[src/rtl/ram_access_ctrl.sv]
// ram_access_ctrl: round-robin front-end sharing one byte-wide RAM port
// between a read-only fetch port (I) and a read/write data port (D).
// Each accepted word request becomes one RAM cycle per active byte lane,
// followed by a single response cycle on the owning port.
module ram_access_ctrl #(
    parameter int unsigned AW        = 24,
    parameter int unsigned RAM_BYTES = 4096
) (
    input  logic          clk,
    input  logic          rst_n,
    input  logic          i_valid,
    input  logic [AW-1:0] i_addr,
    output logic          i_ready,
    output logic          i_resp_valid,
    output logic [31:0]   i_rdata,
    output logic          i_err,
    input  logic          d_valid,
    input  logic          d_write,
    input  logic [AW-1:0] d_addr,
    input  logic [31:0]   d_wdata,
    input  logic [3:0]    d_strb,
    output logic          d_ready,
    output logic          d_resp_valid,
    output logic [31:0]   d_rdata,
    output logic          d_err,
    output logic          ram_en,
    output logic          ram_we,
    output logic [AW-1:0] ram_addr,
    output logic [7:0]    ram_wdata,
    input  logic [7:0]    ram_rdata
);

    localparam int unsigned LANES     = 4;
    localparam int unsigned AW1       = AW + 1;
    localparam logic [AW1-1:0] RAM_LIMIT = AW1'(RAM_BYTES);
    localparam logic PORT_I = 1'b0;
    localparam logic PORT_D = 1'b1;

    typedef enum logic [1:0] {
        IDLE = 2'd0,
        XFER = 2'd1,
        RESP = 2'd2
    } state_e;

    state_e        state_q, state_d;
    logic          last_grant_q, last_grant_d;
    logic          port_q, port_d;
    logic [AW-1:0] base_q, base_d;
    logic          write_q, write_d;
    logic [31:0]   wdata_q, wdata_d;
    logic [3:0]    mask_q, mask_d;
    logic [1:0]    lane_q, lane_d;
    logic          err_q, err_d;
    logic [31:0]   acc_q, acc_d;

    logic          ram_en_q, ram_en_d;
    logic          ram_we_q, ram_we_d;
    logic [AW-1:0] ram_addr_q, ram_addr_d;
    logic [7:0]    ram_wdata_q, ram_wdata_d;
    logic          i_resp_valid_q, i_resp_valid_d;
    logic [31:0]   i_rdata_q, i_rdata_d;
    logic          i_err_q, i_err_d;
    logic          d_resp_valid_q, d_resp_valid_d;
    logic [31:0]   d_rdata_q, d_rdata_d;
    logic          d_err_q, d_err_d;

    logic [AW-1:0] req_addr_c;
    logic [2:0]    nxt_lane_c;

    // Lowest active lane at or above 'from'; bit 2 flags that one exists
    function automatic logic [2:0] find_lane(input logic [3:0] mask, input logic [2:0] from);
        logic [2:0] res;
        res = 3'b000;
        for (int l = LANES - 1; l >= 0; l--) begin
            if (mask[l] && (3'(l) >= from)) begin
                res = {1'b1, 2'(l)};
            end
        end
        return res;
    endfunction

    // Round-robin grant: a lone requester wins, a tie goes to the port not served last
    assign i_ready = (state_q == IDLE) && i_valid && (!d_valid || (last_grant_q == PORT_D));
    assign d_ready = (state_q == IDLE) && d_valid && (!i_valid || (last_grant_q == PORT_I));
    assign req_addr_c = d_ready ? d_addr : i_addr;

    // Next-state, request latching, lane sequencing and registered output values
    always_comb begin
        state_d        = state_q;
        last_grant_d   = last_grant_q;
        port_d         = port_q;
        base_d         = base_q;
        write_d        = write_q;
        wdata_d        = wdata_q;
        mask_d         = mask_q;
        lane_d         = lane_q;
        err_d          = err_q;
        acc_d          = acc_q;
        ram_en_d       = 1'b0;
        ram_we_d       = 1'b0;
        ram_addr_d     = '0;
        ram_wdata_d    = '0;
        i_resp_valid_d = 1'b0;
        i_rdata_d      = i_rdata_q;
        i_err_d        = i_err_q;
        d_resp_valid_d = 1'b0;
        d_rdata_d      = d_rdata_q;
        d_err_d        = d_err_q;
        nxt_lane_c     = 3'b000;

        case (state_q)
            IDLE: begin
                if (i_ready || d_ready) begin
                    port_d       = d_ready ? PORT_D : PORT_I;
                    last_grant_d = port_d;
                    base_d       = {req_addr_c[AW-1:2], 2'b00};
                    write_d      = d_ready && d_write;
                    wdata_d      = d_ready ? d_wdata : 32'h0;
                    mask_d       = (d_ready && d_write) ? d_strb : 4'hF;
                    err_d        = {1'b0, req_addr_c} >= RAM_LIMIT;
                    acc_d        = '0;
                    nxt_lane_c   = find_lane(mask_d, 3'd0);
                    if (err_d || !nxt_lane_c[2]) begin
                        state_d = RESP;
                    end else begin
                        state_d = XFER;
                        lane_d  = nxt_lane_c[1:0];
                    end
                end
            end
            XFER: begin
                if (!write_q) begin
                    acc_d[{lane_q, 3'b000} +: 8] = ram_rdata;
                end
                nxt_lane_c = find_lane(mask_q, 3'(lane_q) + 3'd1);
                if (nxt_lane_c[2]) begin
                    lane_d = nxt_lane_c[1:0];
                end else begin
                    state_d = RESP;
                end
            end
            RESP: begin
                state_d = IDLE;
            end
            default: begin
                state_d = IDLE;
            end
        endcase

        // RAM strobes for the lane that occupies the coming XFER cycle
        if (state_d == XFER) begin
            ram_en_d    = 1'b1;
            ram_we_d    = write_d;
            ram_addr_d  = base_d | AW'(lane_d);
            ram_wdata_d = wdata_d[{lane_d, 3'b000} +: 8];
        end

        // Response registers load on entry to RESP
        if (state_d == RESP) begin
            if (port_d == PORT_D) begin
                d_resp_valid_d = 1'b1;
                d_rdata_d      = (write_d || err_d) ? 32'h0 : acc_d;
                d_err_d        = err_d;
            end else begin
                i_resp_valid_d = 1'b1;
                i_rdata_d      = err_d ? 32'h0 : acc_d;
                i_err_d        = err_d;
            end
        end
    end

    // State and output registers; reset aborts any transfer in flight
    always_ff @(posedge clk or negedge rst_n) begin
        if (!rst_n) begin
            state_q        <= IDLE;
            last_grant_q   <= PORT_D;
            port_q         <= PORT_I;
            base_q         <= '0;
            write_q        <= 1'b0;
            wdata_q        <= '0;
            mask_q         <= '0;
            lane_q         <= '0;
            err_q          <= 1'b0;
            acc_q          <= '0;
            ram_en_q       <= 1'b0;
            ram_we_q       <= 1'b0;
            ram_addr_q     <= '0;
            ram_wdata_q    <= '0;
            i_resp_valid_q <= 1'b0;
            i_rdata_q      <= '0;
            i_err_q        <= 1'b0;
            d_resp_valid_q <= 1'b0;
            d_rdata_q      <= '0;
            d_err_q        <= 1'b0;
        end else begin
            state_q        <= state_d;
            last_grant_q   <= last_grant_d;
            port_q         <= port_d;
            base_q         <= base_d;
            write_q        <= write_d;
            wdata_q        <= wdata_d;
            mask_q         <= mask_d;
            lane_q         <= lane_d;
            err_q          <= err_d;
            acc_q          <= acc_d;
            ram_en_q       <= ram_en_d;
            ram_we_q       <= ram_we_d;
            ram_addr_q     <= ram_addr_d;
            ram_wdata_q    <= ram_wdata_d;
            i_resp_valid_q <= i_resp_valid_d;
            i_rdata_q      <= i_rdata_d;
            i_err_q        <= i_err_d;
            d_resp_valid_q <= d_resp_valid_d;
            d_rdata_q      <= d_rdata_d;
            d_err_q        <= d_err_d;
        end
    end

    assign ram_en       = ram_en_q;
    assign ram_we       = ram_we_q;
    assign ram_addr     = ram_addr_q;
    assign ram_wdata    = ram_wdata_q;
    assign i_resp_valid = i_resp_valid_q;
    assign i_rdata      = i_rdata_q;
    assign i_err        = i_err_q;
    assign d_resp_valid = d_resp_valid_q;
    assign d_rdata      = d_rdata_q;
    assign d_err        = d_err_q;

endmodule

[config.mk]
export PLATFORM = sky130hd
export DESIGN_NAME = ram_access_ctrl
export DESIGN_NICKNAME = d
export VERILOG_FILES = /design/src/rtl/ram_access_ctrl.sv
export SDC_FILE = /design/constraint.sdc
export NUM_CORES = 1
export LEC_CHECK = 0
export BUFFER_PORTS_ARGS = -buffer_cell sky130_fd_sc_hd__buf_4
export CORE_UTILIZATION = 53
export DETAILED_ROUTE_END_ITERATION = 10
export PLACE_DENSITY = 0.8
export SYNTH_ARGS = -nofsm -noshare
export SYNTH_HDL_FRONTEND = slang
export SYNTH_SLANG_ARGS = --single-unit
export TNS_END_PERCENT = 50
[constraint.sdc]
create_clock -name clk -period 3.21 [get_ports clk]
set_input_delay 0.1605 -clock clk [delete_from_list [all_inputs] [get_ports clk]]
set_output_delay 0.1605 -clock clk [all_outputs]
set_load 0.02 [all_outputs]
# Word-level counts from Yosys, hierarchy flattened
# Index checks and enable logic that the tools add are counted.
word_totals:
  input_bits: 97
  register_bits: 202
  output_inout_bits: 104
  elab_cells: 104
op_classes:
  shift: 3
  reduce_logical: 21
  n_bitwise: 3
  magnitude_cmp: 5
  n_eq_ne: 3
  add_sub_neg: 2
  mux: 47
ops:
  columns: ["cell", "n"]
  rows:
  - ["$mux 32", 7]
  - ["$mux 24", 4]
  - ["$pmux 32 s2", 1]
  - ["$mux 3", 11]
  - ["$bwmux 32", 1]
  - ["$shift 8x7->32 const A", 1]
  - ["$shiftx 32x6->8", 1]
  - ["$shiftx 8x7->32", 1]
  - ["$ge 24x13->1 const B", 1]
  - ["$or 24x2->24", 1]
  - ["$mux 1", 13]
  - ["$mux 2", 6]
  - ["$logic_and 1x1->1", 9]
  - ["$mux 8", 1]
  - ["$pmux 2 s2", 2]
  - ["$neg 5->7", 1]
  - ["$ge 1x3->1 const A", 2]
  - ["$ge 2x3->1 const A", 2]
  - ["$reduce_and 2->1", 3]
  - ["$logic_or 1x1->1", 5]
  - ["$eq 2x1->1 const B", 2]
  - ["$mux 4", 1]
  - ["$add 2x1->3 const B", 1]
  - ["$logic_not 1->1", 3]
  - ["3 further kinds", 4]

# Depth between registers and ports, before layout
logic_depth:
  ltp_word: 18
  mapped_depth: 11
  ltp_nobuf: 10

# Worst setup path before layout
# OpenSTA, ideal clock, no wires.
synth_path:
  kind: "flip-flop to flip-flop"
  startpoint: "register lane_q[0]"
  endpoint: "register ram_wdata_q[0] (netlist: ram_wdata[0])"
  arrival_time_ns: 2.252
  required_ns: 3.058
  path_buffers: 0
  setup_time_ns: 0.152
  stages_incl_launch_ff: 10
  slack_ns: 0.806
  synth_period_minus_slack_ns: 2.404
  cell_sequence: "dfrtp_1 inv_1 ha_1 and2_0 o21ai_0 a21oi_1 o21ai_0 nand2_1 o31ai_1 o22ai_1"
synth_between:
  elab_chain_cells: 12
  word_cells_on_any_way: 23
  classes_between: "1 x add/sub; 4 x order compare; 1 x eq/ne; 1 x shift; 12 x mux; 4 x reduce/logical"
synth_lines:
  columns: ["item", "line_no", "rtl"]
  rows:
  - ["start, declared", "52", "logic [1:0] lane_q, lane_d;"]
  - ["start signal, assigned", "203", "lane_q <= lane_d;"]
  - ["$add 2x1->3", "135", "nxt_lane_c = find_lane(mask_q, 3'(lane_q) + 3'd1);"]
  - ["$ge 2x3->1", "75", "if (mask[l] && (3'(l) >= from)) begin"]
  - ["$logic_and 1x1->1", "75", null]
  - ["$mux 3 (4 in series)", "75", null]
  - ["$mux 3", "111", "case (state_q)"]
  - ["$mux 2", "136", "if (nxt_lane_c[2]) begin"]
  - ["$pmux 2 s2", "111", null]
  - ["$shiftx 32x6->8 / $eq 2x1->1 (equally long branches)", "155, 151", null]
  - ["$mux 8 (*)", "151", "if (state_d == XFER) begin"]
  - ["via ram_wdata_d[0]", "59", "logic [7:0] ram_wdata_q, ram_wdata_d;"]
  - ["end signal, assigned", "209", "ram_wdata_q <= ram_wdata_d;"]
  - ["end, declared", "59", null]
# Mark *: on every way through the listed nets, which the timed path passes. The rest lies on a longest branch. The select of a mux whose other input is x is not followed.
# A chain may end at the register's enable or synchronous reset.

# Final worst setup path
layout_path:
  startpoint: "register lane_q[0]"
  endpoint: "register ram_wdata_q[6] (netlist: ram_wdata[6])"
# Same word-level chain as after synthesis.

==> qor.yml <==
start_util_pct: 54.9
post-route-util_pct: 75.7
synthDistinctLibCells: 42
cts_made_buffers: 21
via_per_inst: 5.72
placed_cells: 1050
cts_tree: "done"
synth_xor_area_share_pct: 0
antenna_found_initial: 0
final_common_cell: "buf_4"
drt_iter0_markers: 470
setup_ws_ns: 0.311
hp-class: "input pin to register"
reg2reg_slack_ns: 0.31
synth_warnings: 0
vias: 6582
synth_top_area_share_pct: 62.3
place_ws_ns: 0.370
synth_flop_cell: "dfrtp_1"
cts.clk_slew.worst_paths_ns: 0.06
holdPathEnd: "write_q"
cts_max_level: 1
gp_congestion: 0.887
final_cell_mix: "buf_4, dfrtp_1, nand2_1, o31ai_1, dlygate4sd3_1"
syn_area_per_cell_um2: 11.6
crit_type: "register to register"
final_hold_viol_count: 0
power_uw: 7320
arrival_ns: 3.30
setup_tns_ns: 0
yosys.area_share.simple_pct: 10.1
synth_edf_count: 0
io_buffers: 196
critPathLaunchType: "register"
ant_nets: 0
synth_async_sr_flop_share_pct: 100
route.detailed.drc: 8
layout_min_cycle_time_ns: 2.90
die-area_um2: 15700
relSlewSlack_pct: 58.2
worstPathRequired_ns: 3.61
grtUsageMet1_pct: 35.1
ys_seq_area_share_pct: 62.6
synth_seq_cells: 202
root_buffer: "clkbuf_16"
peakVddDrop_mv: 0.450
final-setup-viol-count: 0
routed_wl_um: 21300
cts_buffer_depth: 3
r2r_cells: 9
finClkSkew_ns: 0.0169
clkSinkCount: 202
synth-adder-area-share_pct: 0.930
leakagePower_uw: 0.00568
layout-drive-gt1-share_pct: 26.6
busiest_layer: "met2"
maxSlewViolCount: 0
worstHoldPathCells: 3
grt_max_degree: 78
gr-total-overflow: 0
fin_cells: 1150
synth.area.top_cells: "dfrtp_1, o31ai_1, nand2_1, mux2i_1, a22o_1"
met3_usage_pct: 4.32
dp_hpwl_um: 13500
yosys.area.top_type: "dfrtp_1"
endpoint_kind: "register"
outcome: "finished with violations"
boundaryPins: 201
r2r_start: "lane_q[0]"
synth_compound_area_share_pct: 16.6
max_freq_mhz: 345
period_share_pct: 90.3
rsz0062_at_grt: "false"
synth_nets: 798
grt_pass1_vias: 6988
cp_max_fo: 10
timing.max_cap.violations: 0
core_um2: 14700
violations: "design-rule violations"
power.density_nw_per_um2: 659
grt_usage_pct: 27.5
min-delay-start: "d_write"
fin_nets: 1055
synth_top_family_by_area: "compound AO/OA/AOI/OAI gates"
die_x_um: 125
synth_area_um2: 8080
use_met2_pct: 47.5
syn_inst: 695
worstReg2RegEnd: "ram_wdata[6]"
grt_pass1_wl_um: 34700
antennaDiodeCount: 0
worst_pin_slew_ns: 0.626
clk_latency_ns: 0.49
dieHeight_um: 125
synthMuxAreaShare_pct: 5.27
area_growth_pct: 37.7
drt_first_pass_iters: 8
avgRoutedWirePerCell_um: 18.5
num_rows: 44
## cells by family after synthesis
group           after synthesis
mux                          41
buf+inv                      88
fa+ha+maj                     6
flops                       202
simple gates                172
compound gates              186
## state kept, by name, indices dropped and copies added (netlist names), 2 cells and up
register,cells
acc_q,32
mask_q,4
lane_q,2
wdata_q,32
state_q,2
ram_addr,24
ram_wdata,8
i_rdata,32
base_q,24
d_rdata,32
## report_power, final
group / total [uW] / internal, uW / switching, uW
Sequential: 3030 / 2900 / 135
Clock: 2510 / 1540 / 972
Combinational: 1790 / 636 / 1150
## how the worst max path moves through the flow
stage | startpoint | to | slack (ns) | cells after the start
floorplan | lane_q[0] | ram_wdata[0] | 0.81 | 9
global placement | lane_q[0] | ram_wdata[6] | 0.53 | 9
detailed placement | lane_q[0] | ram_wdata[6] | 0.37 | 9
CTS | lane_q[0] | ram_wdata[6] | 0.34 | 9
global route | lane_q[0] | ram_wdata[6] | 0.15 | 9
finish | lane_q[0] | ram_wdata[6] | 0.31 | 9
## metal layers
| layer | part of all wire, % | vias to the layer above | wire length [um] |
|---|---|---|---|
| li1 | - | 2965 | - |
| met1 | 40 | 3315 | 8450 |
| met2 | 51 | 241 | 11000 |
| met3 | 5.5 | 61 | 1180 |
| met4 | 3.2 | 0 | 683 |
| met5 | 0 | - | 0 |
## cell usage after synthesis, types with 8 or more instances
cell,n
dfrtp_1,201
o31ai_1,65
o21ai_0,26
buf_1,8
a22o_1,32
a22oi_1,33
inv_1,45
nor4_1,8
and2_1,25
nand2_1,108
mux2i_1,38
clkbuf_1,24
o22ai_1,8
## metrics by stage
step	hold WS, ns	instance area, um^2
after CTS	0.000725	11100
after global placement	0.212	9780
after global routing	0.0259	11100
final	0.0116	11100
after floorplan	-0.135	8080
after detailed placement	0.231	9780
## cell type report
class	count	area, um^2
flip-flops and latches	202	5060
well taps	184	230
clock buffers	29	596
clock inverters	8	118
inverters	46	173
multi-input cells	405	2680
fillers	945	3580
repair buffers	276	2270
## critical path: stages (launching register included)
cell,delay (ns)
dfrtp_1,0.52
inv_1,0.17
ha_1,0.28
and2_0,0.18
o21ai_0,0.31
a21oi_1,0.13
o21ai_0,0.17
nand2_1,0.11
or4_1,0.73
o22ai_1,0.22
## timing repair
item,4_1_cts,5_1_grt
hold buffers,63,0
setup buffers,0,0
gates resized for setup,0,0
endpoints found under the hold margin,136,0
setup endpoints to repair,0,0
Power figures use the tool's default switching activity.
